$ cat config.mk
export PLATFORM = sky130hd
export DESIGN_NAME = bcd_countdown_timer
export DESIGN_NICKNAME = d
export VERILOG_FILES = /design/src/rtl/timer_pkg.sv /design/src/rtl/bcd_digit_counter.sv /design/src/rtl/bcd_countdown_timer.sv
export SDC_FILE = /design/constraint.sdc
export NUM_CORES = 1
export LEC_CHECK = 0
export ABC_AREA = 0
export CAP_MARGIN = 20
export CELL_PAD_IN_SITES_DETAIL_PLACEMENT = 0
export CELL_PAD_IN_SITES_GLOBAL_PLACEMENT = 1
export CORE_MARGIN = 3
export CORE_UTILIZATION = 35
export CTS_BUF_LIST = sky130_fd_sc_hd__clkbuf_8
export DETAILED_ROUTE_END_ITERATION = 10
export MAX_ROUTING_LAYER = met4
export PLACE_DENSITY_LB_ADDON = 0.12
export SYNTH_ARGS = -nofsm -noshare
export SYNTH_HDL_FRONTEND = slang
export SYNTH_SLANG_ARGS = --single-unit
$ cat constraint.sdc
create_clock -name clk -period 3 [get_ports clk]
set_input_delay 0.45 -clock clk [delete_from_list [all_inputs] [get_ports clk]]
set_output_delay 0.45 -clock clk [all_outputs]
set_load 0.05 [all_outputs]
$ cat src/rtl/timer_pkg.sv
// Shared types and elaboration helpers for the BCD countdown timer.
package timer_pkg;

  typedef logic [3:0] bcd_digit_t;

  typedef enum logic [1:0] {
    StIdle,
    StRun,
    StPause,
    StExpired
  } timer_state_t;

  localparam bcd_digit_t BcdMax = 4'd9;

  // Clocks per tick: 1 s / (clock period * 10^frac_digits), evaluated at elaboration.
  function automatic int calc_tick_cnt(input int clk_period_ns, input int frac_digits);
    longint unsigned denom;
    denom = longint'(clk_period_ns);
    for (int i = 0; i < frac_digits; i++) begin
      denom = denom * 64'd10;
    end
    if (denom == 64'd0) begin
      return 1;
    end
    return int'(64'd1_000_000_000 / denom);
  endfunction

  // Out-of-range BCD digits clamp to 9.
  function automatic bcd_digit_t sat_digit(input bcd_digit_t d);
    return (d > BcdMax) ? BcdMax : d;
  endfunction

endpackage

$ cat src/rtl/bcd_digit_counter.sv
// One BCD digit: synchronous load, up/down step gated by ripple carry/borrow.
module bcd_digit_counter
  import timer_pkg::*;
#(
  parameter logic [3:0] RESET_VAL = 4'd0
) (
  input  logic       clk,
  input  logic       reset,
  input  logic       i_load,
  input  logic [3:0] i_load_val,
  input  logic       i_step,
  input  logic       i_up,
  input  logic       i_cin,
  output logic       o_cout,
  output logic [3:0] o_next,
  output logic [3:0] o_digit
);

  bcd_digit_t r_digit;
  bcd_digit_t w_next;
  logic       w_at_edge;

  // Next digit value when stepping; at 9 (up) or 0 (down) the digit wraps and ripples
  always_comb begin
    w_at_edge = i_up ? (r_digit == BcdMax) : (r_digit == 4'd0);
    w_next    = r_digit;
    if (i_cin) begin
      if (w_at_edge) begin
        w_next = i_up ? 4'd0 : BcdMax;
      end else begin
        w_next = i_up ? (r_digit + 4'd1) : (r_digit - 4'd1);
      end
    end
  end

  assign o_cout  = i_cin & w_at_edge;
  assign o_next  = w_next;
  assign o_digit = r_digit;

  // Digit register: load beats step
  always_ff @(posedge clk or posedge reset) begin
    if (reset) begin
      r_digit <= RESET_VAL;
    end else if (i_load) begin
      r_digit <= i_load_val;
    end else if (i_step) begin
      r_digit <= w_next;
    end
  end

endmodule

$ cat src/rtl/bcd_countdown_timer.sv
// BCD up/down timer with prescaler, pause, wrap/stop terminal handling and warning flag.
module bcd_countdown_timer
  import timer_pkg::*;
#(
  parameter int                    NUM_DIGITS    = 8,
  parameter int                    FRAC_DIGITS   = 2,
  parameter int                    CLK_PERIOD_NS = 10,
  parameter int                    TICK_CNT      = calc_tick_cnt(CLK_PERIOD_NS, FRAC_DIGITS),
  parameter logic [4*NUM_DIGITS-1:0] PRESET      = (4*NUM_DIGITS)'(32'h0001_2000),
  parameter bit                    WRAP          = 1'b0
) (
  input  logic                    clk,
  input  logic                    reset,
  input  logic                    enable,
  input  logic                    clear,
  input  logic                    load,
  input  logic [4*NUM_DIGITS-1:0] load_value,
  input  logic                    count_up,
  input  logic [4*NUM_DIGITS-1:0] warn_value,
  output logic [3:0]              display_digit [NUM_DIGITS],
  output logic                    timer_expires,
  output logic                    expire_pulse,
  output logic                    warning,
  output logic                    running
);

  localparam int                    PRESC_W    = (TICK_CNT > 1) ? $clog2(TICK_CNT) : 1;
  localparam logic [PRESC_W-1:0]    PRESC_LAST = PRESC_W'(TICK_CNT - 1);
  localparam logic [4*NUM_DIGITS-1:0] ALL_NINES = {NUM_DIGITS{4'h9}};

  timer_state_t             r_state, w_state_next;
  logic [PRESC_W-1:0]       r_presc, w_presc_next;
  logic                     r_expires, w_expires_next;
  logic                     r_pulse, w_pulse_next;
  logic                     w_reload, w_step;
  logic [4*NUM_DIGITS-1:0]  w_reload_val, w_load_sat;
  logic [4*NUM_DIGITS-1:0]  w_count, w_count_next;
  logic [3:0]               w_digit [NUM_DIGITS];
  logic [3:0]               w_digit_next [NUM_DIGITS];
  logic [NUM_DIGITS:0]      w_carry;
  logic                     w_term_now, w_term_next;

  // Clamp each incoming load digit into 0..9
  always_comb begin
    w_load_sat = '0;
    for (int i = 0; i < NUM_DIGITS; i++) begin
      w_load_sat[4*i +: 4] = sat_digit(load_value[4*i +: 4]);
    end
  end

  // Digit 0 always steps on a tick; higher digits step only when everything below wraps
  assign w_carry[0] = 1'b1;

  for (genvar g = 0; g < NUM_DIGITS; g++) begin : g_digit
    bcd_digit_counter #(
      .RESET_VAL (PRESET[4*g +: 4])
    ) u_digit (
      .clk        (clk),
      .reset      (reset),
      .i_load     (w_reload),
      .i_load_val (w_reload_val[4*g +: 4]),
      .i_step     (w_step),
      .i_up       (count_up),
      .i_cin      (w_carry[g]),
      .o_cout     (w_carry[g+1]),
      .o_next     (w_digit_next[g]),
      .o_digit    (w_digit[g])
    );
    assign display_digit[g] = w_digit[g];
  end

  // Flatten digits for terminal detection and threshold compare
  always_comb begin
    w_count      = '0;
    w_count_next = '0;
    for (int i = 0; i < NUM_DIGITS; i++) begin
      w_count[4*i +: 4]      = w_digit[i];
      w_count_next[4*i +: 4] = w_digit_next[i];
    end
  end

  // A full ripple through every digit means the count already sits at the terminal value
  assign w_term_now  = w_carry[NUM_DIGITS];
  assign w_term_next = count_up ? (w_count_next == ALL_NINES) : (w_count_next == '0);

  // Next-state: clear > load > FSM; the prescaler only advances while running and enabled
  always_comb begin
    w_state_next   = r_state;
    w_presc_next   = r_presc;
    w_expires_next = r_expires;
    w_pulse_next   = 1'b0;
    w_reload       = 1'b0;
    w_reload_val   = PRESET;
    w_step         = 1'b0;
    if (clear) begin
      w_state_next   = StIdle;
      w_presc_next   = '0;
      w_expires_next = 1'b0;
      w_reload       = 1'b1;
    end else if (load) begin
      w_state_next   = StIdle;
      w_presc_next   = '0;
      w_expires_next = 1'b0;
      w_reload       = 1'b1;
      w_reload_val   = w_load_sat;
    end else begin
      unique case (r_state)
        StIdle, StPause: begin
          if (enable) begin
            w_state_next = StRun;
          end
        end
        StRun: begin
          if (!WRAP && w_term_now) begin
            // Started on the terminal value: expire without waiting for a tick
            w_state_next   = StExpired;
            w_expires_next = 1'b1;
            w_pulse_next   = 1'b1;
          end else if (!enable) begin
            w_state_next = StPause;
          end else if (r_presc == PRESC_LAST) begin
            w_presc_next = '0;
            w_step       = 1'b1;
            if (w_term_next) begin
              w_pulse_next = 1'b1;
              if (!WRAP) begin
                w_state_next   = StExpired;
                w_expires_next = 1'b1;
              end
            end
          end else begin
            w_presc_next = r_presc + PRESC_W'(1);
          end
        end
        StExpired: begin
          w_state_next = StExpired;
        end
        default: begin
          w_state_next = StIdle;
        end
      endcase
    end
  end

  // Control registers; reset aborts any pending tick or pulse immediately
  always_ff @(posedge clk or posedge reset) begin
    if (reset) begin
      r_state   <= StIdle;
      r_presc   <= '0;
      r_expires <= 1'b0;
      r_pulse   <= 1'b0;
    end else begin
      r_state   <= w_state_next;
      r_presc   <= w_presc_next;
      r_expires <= w_expires_next;
      r_pulse   <= w_pulse_next;
    end
  end

  assign running       = (r_state == StRun);
  assign timer_expires = r_expires;
  assign expire_pulse  = r_pulse;
  // Digits are always 0..9, so a packed unsigned compare equals the decimal compare
  assign warning       = !count_up && (w_count <= warn_value);

endmodule

### Yosys cells after proc, flatten, opt, wreduce, memory -nomap -nowiden

Cells that the tools add are included.
W data, S select, Z words.

| cells by class | value |
|---|---|
| reduce and logical (&&, ||, !) cells | 22 |
| bitwise operators | 7 |
| add/subtract/negate cells | 17 |
| muxes and demuxes | 95 |
| order comparisons | 9 |
| equality and inequality tests | 17 |

Operators by type and width:

| kind | count |
|---|---|
| $mux W4 | 48 |
| $mux W20 | 6 |
| $mux W32 | 2 |
| $add A4 B1 Y4 const B | 8 |
| $eq A32 B32 Y1 const B | 1 |
| $eq A4 B4 Y1 const B | 8 |
| $gt A4 B4 Y1 const B | 8 |
| $le A32 B32 Y1 | 1 |
| $logic_not A32 Y1 | 1 |
| $logic_not A4 Y1 | 8 |
| $sub A4 B1 Y4 const B | 8 |
| $mux W1 | 31 |
| $add A20 B1 Y20 const B | 1 |
| $eq A20 B20 Y1 const B | 1 |
| $mux W2 | 7 |
| $ne A6 B4 Y1 const B | 2 |
| $reduce_bool A4 Y1 | 3 |
| $and A1 B1 Y1 | 7 |
| $pmux W2 S3 | 1 |
| $reduce_and A3 Y1 | 2 |
| $reduce_bool A3 Y1 | 2 |
| $eq A2 B2 Y1 const B | 2 |
| $ne A4 B4 Y1 const B | 1 |
| $reduce_and A4 Y1 | 1 |
| 7 further kinds | 7 |

| storage, ports and cells | value |
|---|---|
| logic and storage cells | 179 |
| output and inout bits | 36 |
| input bits | 70 |
| register bits | 56 |

### Depth between registers and ports, before layout

Gate-level depths: netlist of the first run.

| depth | value |
|---|---|
| word-level depth | 18 |
| gate-level depth with buffers | 12 |
| depth with buffers taken out | 11 |

### Cells and area by module

Synthesis of the first run repeated with hierarchy kept, for this count alone.

| unflattened totals | value |
|---|---|
| cells, all modules | 786 |
| area, all modules | 6319.8 µm² |

Modules (own cells, without submodules):

| module | seq. area each (µm²) | instances | cells each | area each (µm²) |
|---|---|---|---|---|
| bcd_digit_counter (g_digit[0].u_digit ...) | 100.1 | 6 | 58 | 470.5 |
| bcd_countdown_timer | 600.6 | 1 | 322 | 2553.7 |
| bcd_digit_counter (g_digit[3].u_digit ...) | 101.3 | 2 | 58 | 471.7 |

### Worst setup path before layout of the first run

OpenSTA, ideal clock, no wires.

| path | value |
|---|---|
| path type | register to register |
| start point | register g_digit[1].u_digit.r_digit[3] |
| end point | register r_expires (netlist: timer_expires) |
| cell stages (with the launch flop) | 11 |
| slack | -196 ps |
| path buffers | 1 |
| library setup time | 104 ps |
| data arrival time | 3092 ps |
| cell sequence | dfrtp_1 -> clkbuf_1 -> and3_1 -> o21ai_1 -> nor3_4 -> nand3_4 -> a211o_1 -> or4_1 -> nor2_1 -> a32oi_1 -> o41ai_2 |

| between the ends | value |
|---|---|
| longest elaborated chain between the ends | 13 |
| elaborated cells between the ends (all ways) | 32 |

RTL lines:

| what | line | text |
|---|---|---|
| from (decl) | bcd_digit_counter.sv:19 | `bcd_digit_t r_digit;` |
| from (signal assigned) | bcd_digit_counter.sv:45 | `r_digit <= i_load_val;` |
| from (signal assigned) | bcd_digit_counter.sv:47 | `r_digit <= w_next;` |
| $eq A4 B4 Y1 / $logic_not A4 Y1 (equally long branches) | bcd_digit_counter.sv:25 | `w_at_edge = i_up ? (r_digit == BcdMax) : (r_digit == 4'd0);` |
| $mux W1 | bcd_digit_counter.sv:25 |  |
| $and A1 B1 Y1 (6 in series) | bcd_digit_counter.sv:36 | `assign o_cout = i_cin & w_at_edge;` |
| $mux W4 / $and A1 B1 Y1 (equally long branches) | bcd_digit_counter.sv:27, bcd_digit_counter.sv:36 |  |
| $eq A32 B32 Y1 (tied with other cells) | bcd_countdown_timer.sv:84 | `assign w_term_next = count_up ? (w_count_next == ALL_NINES) : (w_count_next == '0);` |
| $mux W1 (on tied branches) | bcd_countdown_timer.sv:84, bcd_countdown_timer.sv:107 |  |
| $reduce_bool A4 Y1 (no source line) / $mux W1 (equally long branches) | - |  |
| $reduce_and A4 Y1 (no source line) / $mux W1 (equally long branches) | - |  |
| to (signal assigned) | bcd_countdown_timer.sv:155 | `r_expires <= w_expires_next;` |
| to (decl) | bcd_countdown_timer.sv:33 | `logic r_expires, w_expires_next;` |

Several ways; a longest one is shown, not always the timed one. The select of a mux whose other input is x is not followed.
A chain may end at the register's enable or synchronous reset.

### Worst setup path in the final report of the first run

| path | value |
|---|---|
| start point | register g_digit[1].u_digit.r_digit[1] |
| end point | register r_expires (netlist: timer_expires) |

The elaborated chain is that of the path after synthesis.

==> flow_summary.json, run 1 <==
{
  "status": "finished, final reports clean",
  "ir_drop_uv": 189,
  "drt_iter0_drc": 313,
  "clockRootBuffer": "clkbuf_8",
  "synth_top_area_frac": 0.239,
  "via_per_inst": 5.59,
  "period_needed_ns": 2.95,
  "drtAntennaViolNets": 0,
  "power.leakage_nw": 3.67,
  "reg2reg_slack_ns": 0.05,
  "clock_path_buffers": 2,
  "r2r_end": "timer_expires",
  "relSlewSlack": 0.562,
  "grt.overflow.total": 0,
  "synth_async_sr_flop_share": 1.00,
  "fp.dieH_um": 133,
  "clock.fmax_mhz": 339,
  "fillers": 1485,
  "worst_path_largest_cell_delay_ns": 0.53,
  "post_drt_wl_per_cell_um": 19.1,
  "n_antenna_cell": 0,
  "synth_top_cell_by_area": "dfrtp_1",
  "nNetsFinal": 1076,
  "rr_startpoint": "g_digit[1].u_digit.o_digit[1]",
  "path_cells": "ha_1 -> nand3_2 -> and3_1 -> nor4_1 -> a21oi_1 -> or4_1 -> nor3_1 -> and4b_1 -> a32oi_2 -> o41ai_2",
  "gp_congestion": 0.973,
  "syn_nets": 857,
  "cts_inserted_buffers": 5,
  "synth_most_common_cell": "nor2_1",
  "placementRows": 45,
  "cts_sinks": 56,
  "dp_slack_ns": -0.294,
  "numPortBuffers": 105,
  "die_w_um": 133,
  "ctsHoldBuffers": 0,
  "synth-edff-count": 0,
  "crit_type": "flop to flop",
  "hold_viol": 0,
  "synth_area_leaders": "dfrtp_1, ha_1, nor2_1, o21ai_0, nand2_1",
  "avgSynthCellArea_um2": 7.75,
  "cp_max_fo": 5,
  "crit_required_ns": 3.26,
  "insertion_delay_ns": 0.35,
  "ys_ff_latch": 56,
  "setup_slack_ns": 0.0475,
  "maxCapViolCount": 0,
  "place_area_mm2": 0.00793,
  "slowest_stage": "or4_1",
  "syn-instance-count": 730,
  "fin_crit_sh": 0.984,
  "ys_seq_area_frac": 0.248,
  "end_kind": "flop",
  "hp-class": "input pin to asynchronous set/reset pin",
  "hpwl_mm": 17.4,
  "drive_gt1_frac": 0.232,
  "yosysWarnings": 0,
  "grt_usage": 0.254,
  "coreArea_mm2": 0.0155,
  "crit_arrival_ns": 3.21,
  "drc": 0,
  "netlist_area_mm2": 0.00566,
  "ys_types": 71,
  "clkTransAtPathRegs_ns": 0.12,
  "grt_max_degree": 27,
  "ys.flop_type": "dfrtp_1",
  "syn2layout_area_growth_pct": 47.3,
  "fin_tns_setup_ns": 0,
  "tritoncts": "done",
  "worst-r2r-cell-count": 10,
  "rsz0062_at_grt": "yes",
  "synthTopCellsByCount": "nor2_1, nand2_1, inv_1",
  "finalSetupViolCount": 0,
  "start_util": 0.365,
  "drv_slew": 0,
  "route.vias.total": 6493,
  "fin_area_mm2": 0.00833,
  "antenna_found_initial": 0,
  "power.density_mw_per_mm2": 356,
  "drt-total-wl_mm": 22.2,
  "startpoint_type": "flop",
  "firstDrtPassIters": 5,
  "ios": 106,
  "grt_pass1_wl_mm": 35.1,
  "die-area_mm2": 0.0177,
  "htree_levels": 2,
  "worst_pin_slew_ns": 0.655,
  "grt_pass1_vias": 6591,
  "clock_skew_ns": 0.00892
}
-- cell type report --
cell class | instances | area (um2) | area share
Multi-Input combinational cell | 582 | 4170 | 0.501
Sequential cell | 56 | 1420 | 0.170
Timing Repair Buffer | 243 | 2150 | 0.259
Tap cell | 211 | 264 | 0.0317
Clock inverter | 3 | 25.0 | 0.00300
Clock buffer | 5 | 68.8 | 0.00826
Inverter | 61 | 231 | 0.0278
-- placed cells by master (no fill, tap or decap), types with 16 or more instances in the layout --
master,synthesis,routed
buf_4,0,131
clkdlybuf4s50_1,0,101
nor2_1,66,64
nand2_1,62,62
inv_1,60,56
ha_1,49,45
dfrtp_1,54,44
o21ai_0,49,43
a21oi_1,46,39
nand3_1,27,24
nand4_1,19,19
o31ai_1,19,18
nor3_1,21,16
o21ai_1,14,16
-- logic make-up after synthesis --
logic type	share of synthesized area
xor+xnor	0.0263
buf+inv	0.0630
simple gates	0.259
fa+ha+maj	0.137
compound gates	0.259
mux	0.00730
flops	0.248
-- power breakdown --
group | internal, mW | switching [mW] | total (mW)
logic | 0.699 | 0.892 | 1.59
registers | 0.806 | 0.0761 | 0.882
clock network | 0.172 | 0.324 | 0.496
-- repair_timing --
item                                    in CTS  in global routing
gates resized for setup                     14                 48
setup buffers                                1                  2
pin swaps                                   11                  6
endpoints found under the setup margin       4                  4
-- how the worst max path moves through the flow --
stage / endpoint / slack [ns] / cells after the start / start
floorplan: timer_expires / -0.002 / 10 / g_digit[2].u_digit.o_digit[0]
global placement: timer_expires / -0.26 / 12 / count_up
detailed placement: r_state[1] / -0.29 / 11 / count_up
CTS: warning / 0.006 / 11 / warn_value[29]
global route: expire_pulse / -0.08 / 9 / g_digit[4].u_digit.o_digit[0]
finish: timer_expires / 0.05 / 10 / g_digit[1].u_digit.o_digit[1]
-- worst max-delay path: cells and delay by family, from the launching register on --
kind	cells	cell delay (ns)
fa+ha+maj	1	0.31
flops	1	0.48
compound gates	3	0.47
simple gates	6	1.60
-- sequential cells by signal, summed over array words and instances (netlist names) --
name	cells
expire_pulse	1
r_presc	20
g_digit.u_digit.o_digit	32
r_state	2
timer_expires	1
-- per-layer routing --
layer | routed length (um) | share of wire | vias up | global-route usage
li1 | - | - | 3136 | -
met1 | 10000 | 0.45 | 3124 | 0.325
met2 | 10700 | 0.48 | 201 | 0.421
met3 | 1030 | 0.046 | 32 | 0.0344
met4 | 497 | 0.022 | 0 | 0.0743
met5 | 0 | 0 | - | -
-- through the flow --
step | utilization | hold WS [ns] | cells | power [mW]
2_1_floorplan | - | 0.476 | 730 | 1.68
3_3_place_gp | 0.512 | 0.491 | 1150 | 2.36
3_5_place_dp | 0.512 | 0.498 | 1150 | 2.38
4_1_cts | 0.521 | 0.503 | 1159 | 2.91
5_1_grt | 0.538 | 0.558 | 1161 | 3.14
6_report | 0.538 | 0.482 | 1161 | 2.97
Note: power is estimated with default switching activity, not from simulation.
==> run 2, diff against run 1 <==
==> constraint.sdc (replaced) <==
create_clock -name clk -period 3 [get_ports clk]
set_input_delay 0.3 -clock clk [delete_from_list [all_inputs] [get_ports clk]]
set_output_delay 0.3 -clock clk [all_outputs]
set_load 0.05 [all_outputs]
==> run 2 against run 1 <==
Global-route usage decreased by 0.83 points. Fmax increased by 0.61%. Non-clock buffer count decreased by 7. Sequential share of layout area increased by 0.085 points. Flip-flop and latch count unchanged. Utilization decreased by 0.27 points. First-iteration DRC count decreased by 20%. Cell count decreased by 0.60%. Power decreased by 1.3%. Largest power group unchanged.
==> flow_summary.json, run 2 (synthesis results as in run 1) <==
{
  "status": "finished, final reports clean",
  "cts_inserted_buffers": 5,
  "p_total_mw": 2.93,
  "layout_commonest_cell": "buf_4",
  "grt_usage": 0.246,
  "worst_pin_slew_ns": 0.860,
  "die-area_mm2": 0.0177,
  "drv_slew": 0,
  "cp_max_fo": 3,
  "firstDrtPassIters": 5,
  "cp_top_family": "simple AND/OR/NAND/NOR gates",
  "route.vias.total": 6405,
  "largest_register_ffs": 32,
  "grt_pass1_vias": 6550,
  "grt.overflow.total": 0,
  "fp.dieH_um": 133,
  "start_util": 0.365,
  "rsz0062_at_grt": "yes",
  "placementRows": 45,
  "worst_path_largest_cell_delay_ns": 0.53,
  "power.density_mw_per_mm2": 354,
  "grt_max_degree": 41,
  "clkTransAtPathRegs_ns": 0.12,
  "power.leakage_nw": 3.64,
  "setup_slack_ns": 0.0655,
  "antenna_found_initial": 0,
  "post_drt_wl_per_cell_um": 18.5,
  "ios": 106,
  "crit_arrival_ns": 3.19,
  "finalSetupViolCount": 0,
  "clock_path_buffers": 2,
  "grt_pass1_wl_mm": 34.3,
  "dp_slack_ns": -0.258,
  "path_cells": "or3_4 -> a211oi_4 -> and3_4 -> nand3_4 -> a211o_1 -> or4_4 -> nor2_4 -> a32oi_2 -> o41ai_2",
  "tritoncts": "done",
  "die_w_um": 133,
  "htree_levels": 2,
  "drt-total-wl_mm": 21.3,
  "drc": 0,
  "syn2layout_area_growth_pct": 46.5,
  "drt_iter0_drc": 251,
  "n_antenna_cell": 0,
  "insertion_delay_ns": 0.35,
  "period_needed_ns": 2.93,
  "hold_viol": 0,
  "fin_tns_setup_ns": 0,
  "drtAntennaViolNets": 0,
  "hpwl_mm": 17.1,
  "nNetsFinal": 1069,
  "coreArea_mm2": 0.0155,
  "fin_hold_ws_ns": 0.269,
  "drive_gt1_frac": 0.225,
  "clock_skew_ns": 0.00846,
  "numPortBuffers": 105,
  "relSlewSlack": 0.425,
  "clock.fmax_mhz": 341,
  "cts_sinks": 56,
  "path_buf_inv": 0,
  "mostFrequentLayoutCells": "buf_4, clkdlybuf4s50_1, nand2_1",
  "clockRootBuffer": "clkbuf_8",
  "fin_util": 0.535,
  "startpoint_type": "flop",
  "crit_type": "flop to flop",
  "end_kind": "flop",
  "via_per_inst": 5.55,
  "crit_required_ns": 3.26,
  "ir_drop_uv": 224,
  "hp-class": "input pin to asynchronous set/reset pin",
  "fin_crit_sh": 0.978,
  "maxCapViolCount": 0,
  "slowest_stage": "or4_4",
  "gp_congestion": 0.910
}
[run 2: changes by cell type in the layout (fill, tap and decap cells not counted), moves of 2 or more]
cell	delta
inv_1	+3
nor2_1	-3
buf_4	-3
a21oi_1	+3
clkdlybuf4s50_1	+2
buf_6	-2
o21ai_1	-2
buf_12	-2
o21ai_0	+2
a21oi_2	-3
inv_2	-2
nor3_2	-2
inv_6	-2
nor2_4	+2
[run 2: area by class of cell]
cell class,instances,area [um2]
Clock buffer,5,68.8
Clock inverter,3,27.5
Fill cell,1487,7190
Inverter,61,229
Multi-Input combinational cell,582,4220
Sequential cell,56,1420
Tap cell,211,264
Timing Repair Buffer,236,2070
[run 2: per-layer routing]
layer  global-route usage  wire length, um  vias to the layer above
li1                     -                -                     3124
met1                0.314             9690                     3106
met4               0.0509              295                        0
met3               0.0287              846                       21
met2                0.422            10500                      154
met5                    -                0                        -
[run 2: power breakdown]
part           internal [mW]  switching (mW)  leakage [nW]  total [mW]
clock                  0.173           0.313        0.0463       0.486
combinational          0.683           0.895          2.85        1.58
sequential             0.806          0.0617         0.739       0.868
[run 2: path summary, 6_finish.rpt]
| check | from | to | slack [ns] | depth (start not counted) |
|---|---|---|---|---|
| setup reg to reg | g_digit[5].u_digit.o_digit[0] | timer_expires | 0.07 | 9 |
| min in group clk | timer_expires | timer_expires | 0.53 | 2 |
| hold / removal | reset | g_digit[2].u_digit.o_digit[0] | 0.27 | 2 |
| hold reg to reg | timer_expires | timer_expires | 0.53 | 2 |
| setup / recovery | g_digit[5].u_digit.o_digit[0] | timer_expires | 0.07 | 9 |
| max in group asynchronous | reset | g_digit[5].u_digit.o_digit[3] | 2.11 | 3 |
[run 2: stage by stage]
| step | cells | instance area, um2 |
|---|---|---|
| floorplan | 730 | 5700 |
| global placement | 1134 | 7810 |
| detailed placement | 1134 | 7810 |
| CTS | 1142 | 7920 |
| global route | 1154 | 8290 |
| finish | 1154 | 8290 |
[run 2: timing repair]
item / 4_1_cts / 5_1_grt
cloned: 0 / 0
hold buffers: 0 / 0
buffers inserted: 0 / 12
setup endpoints to repair: 3 / 4
resized for setup: 5 / 52
pin swaps: 2 / 19
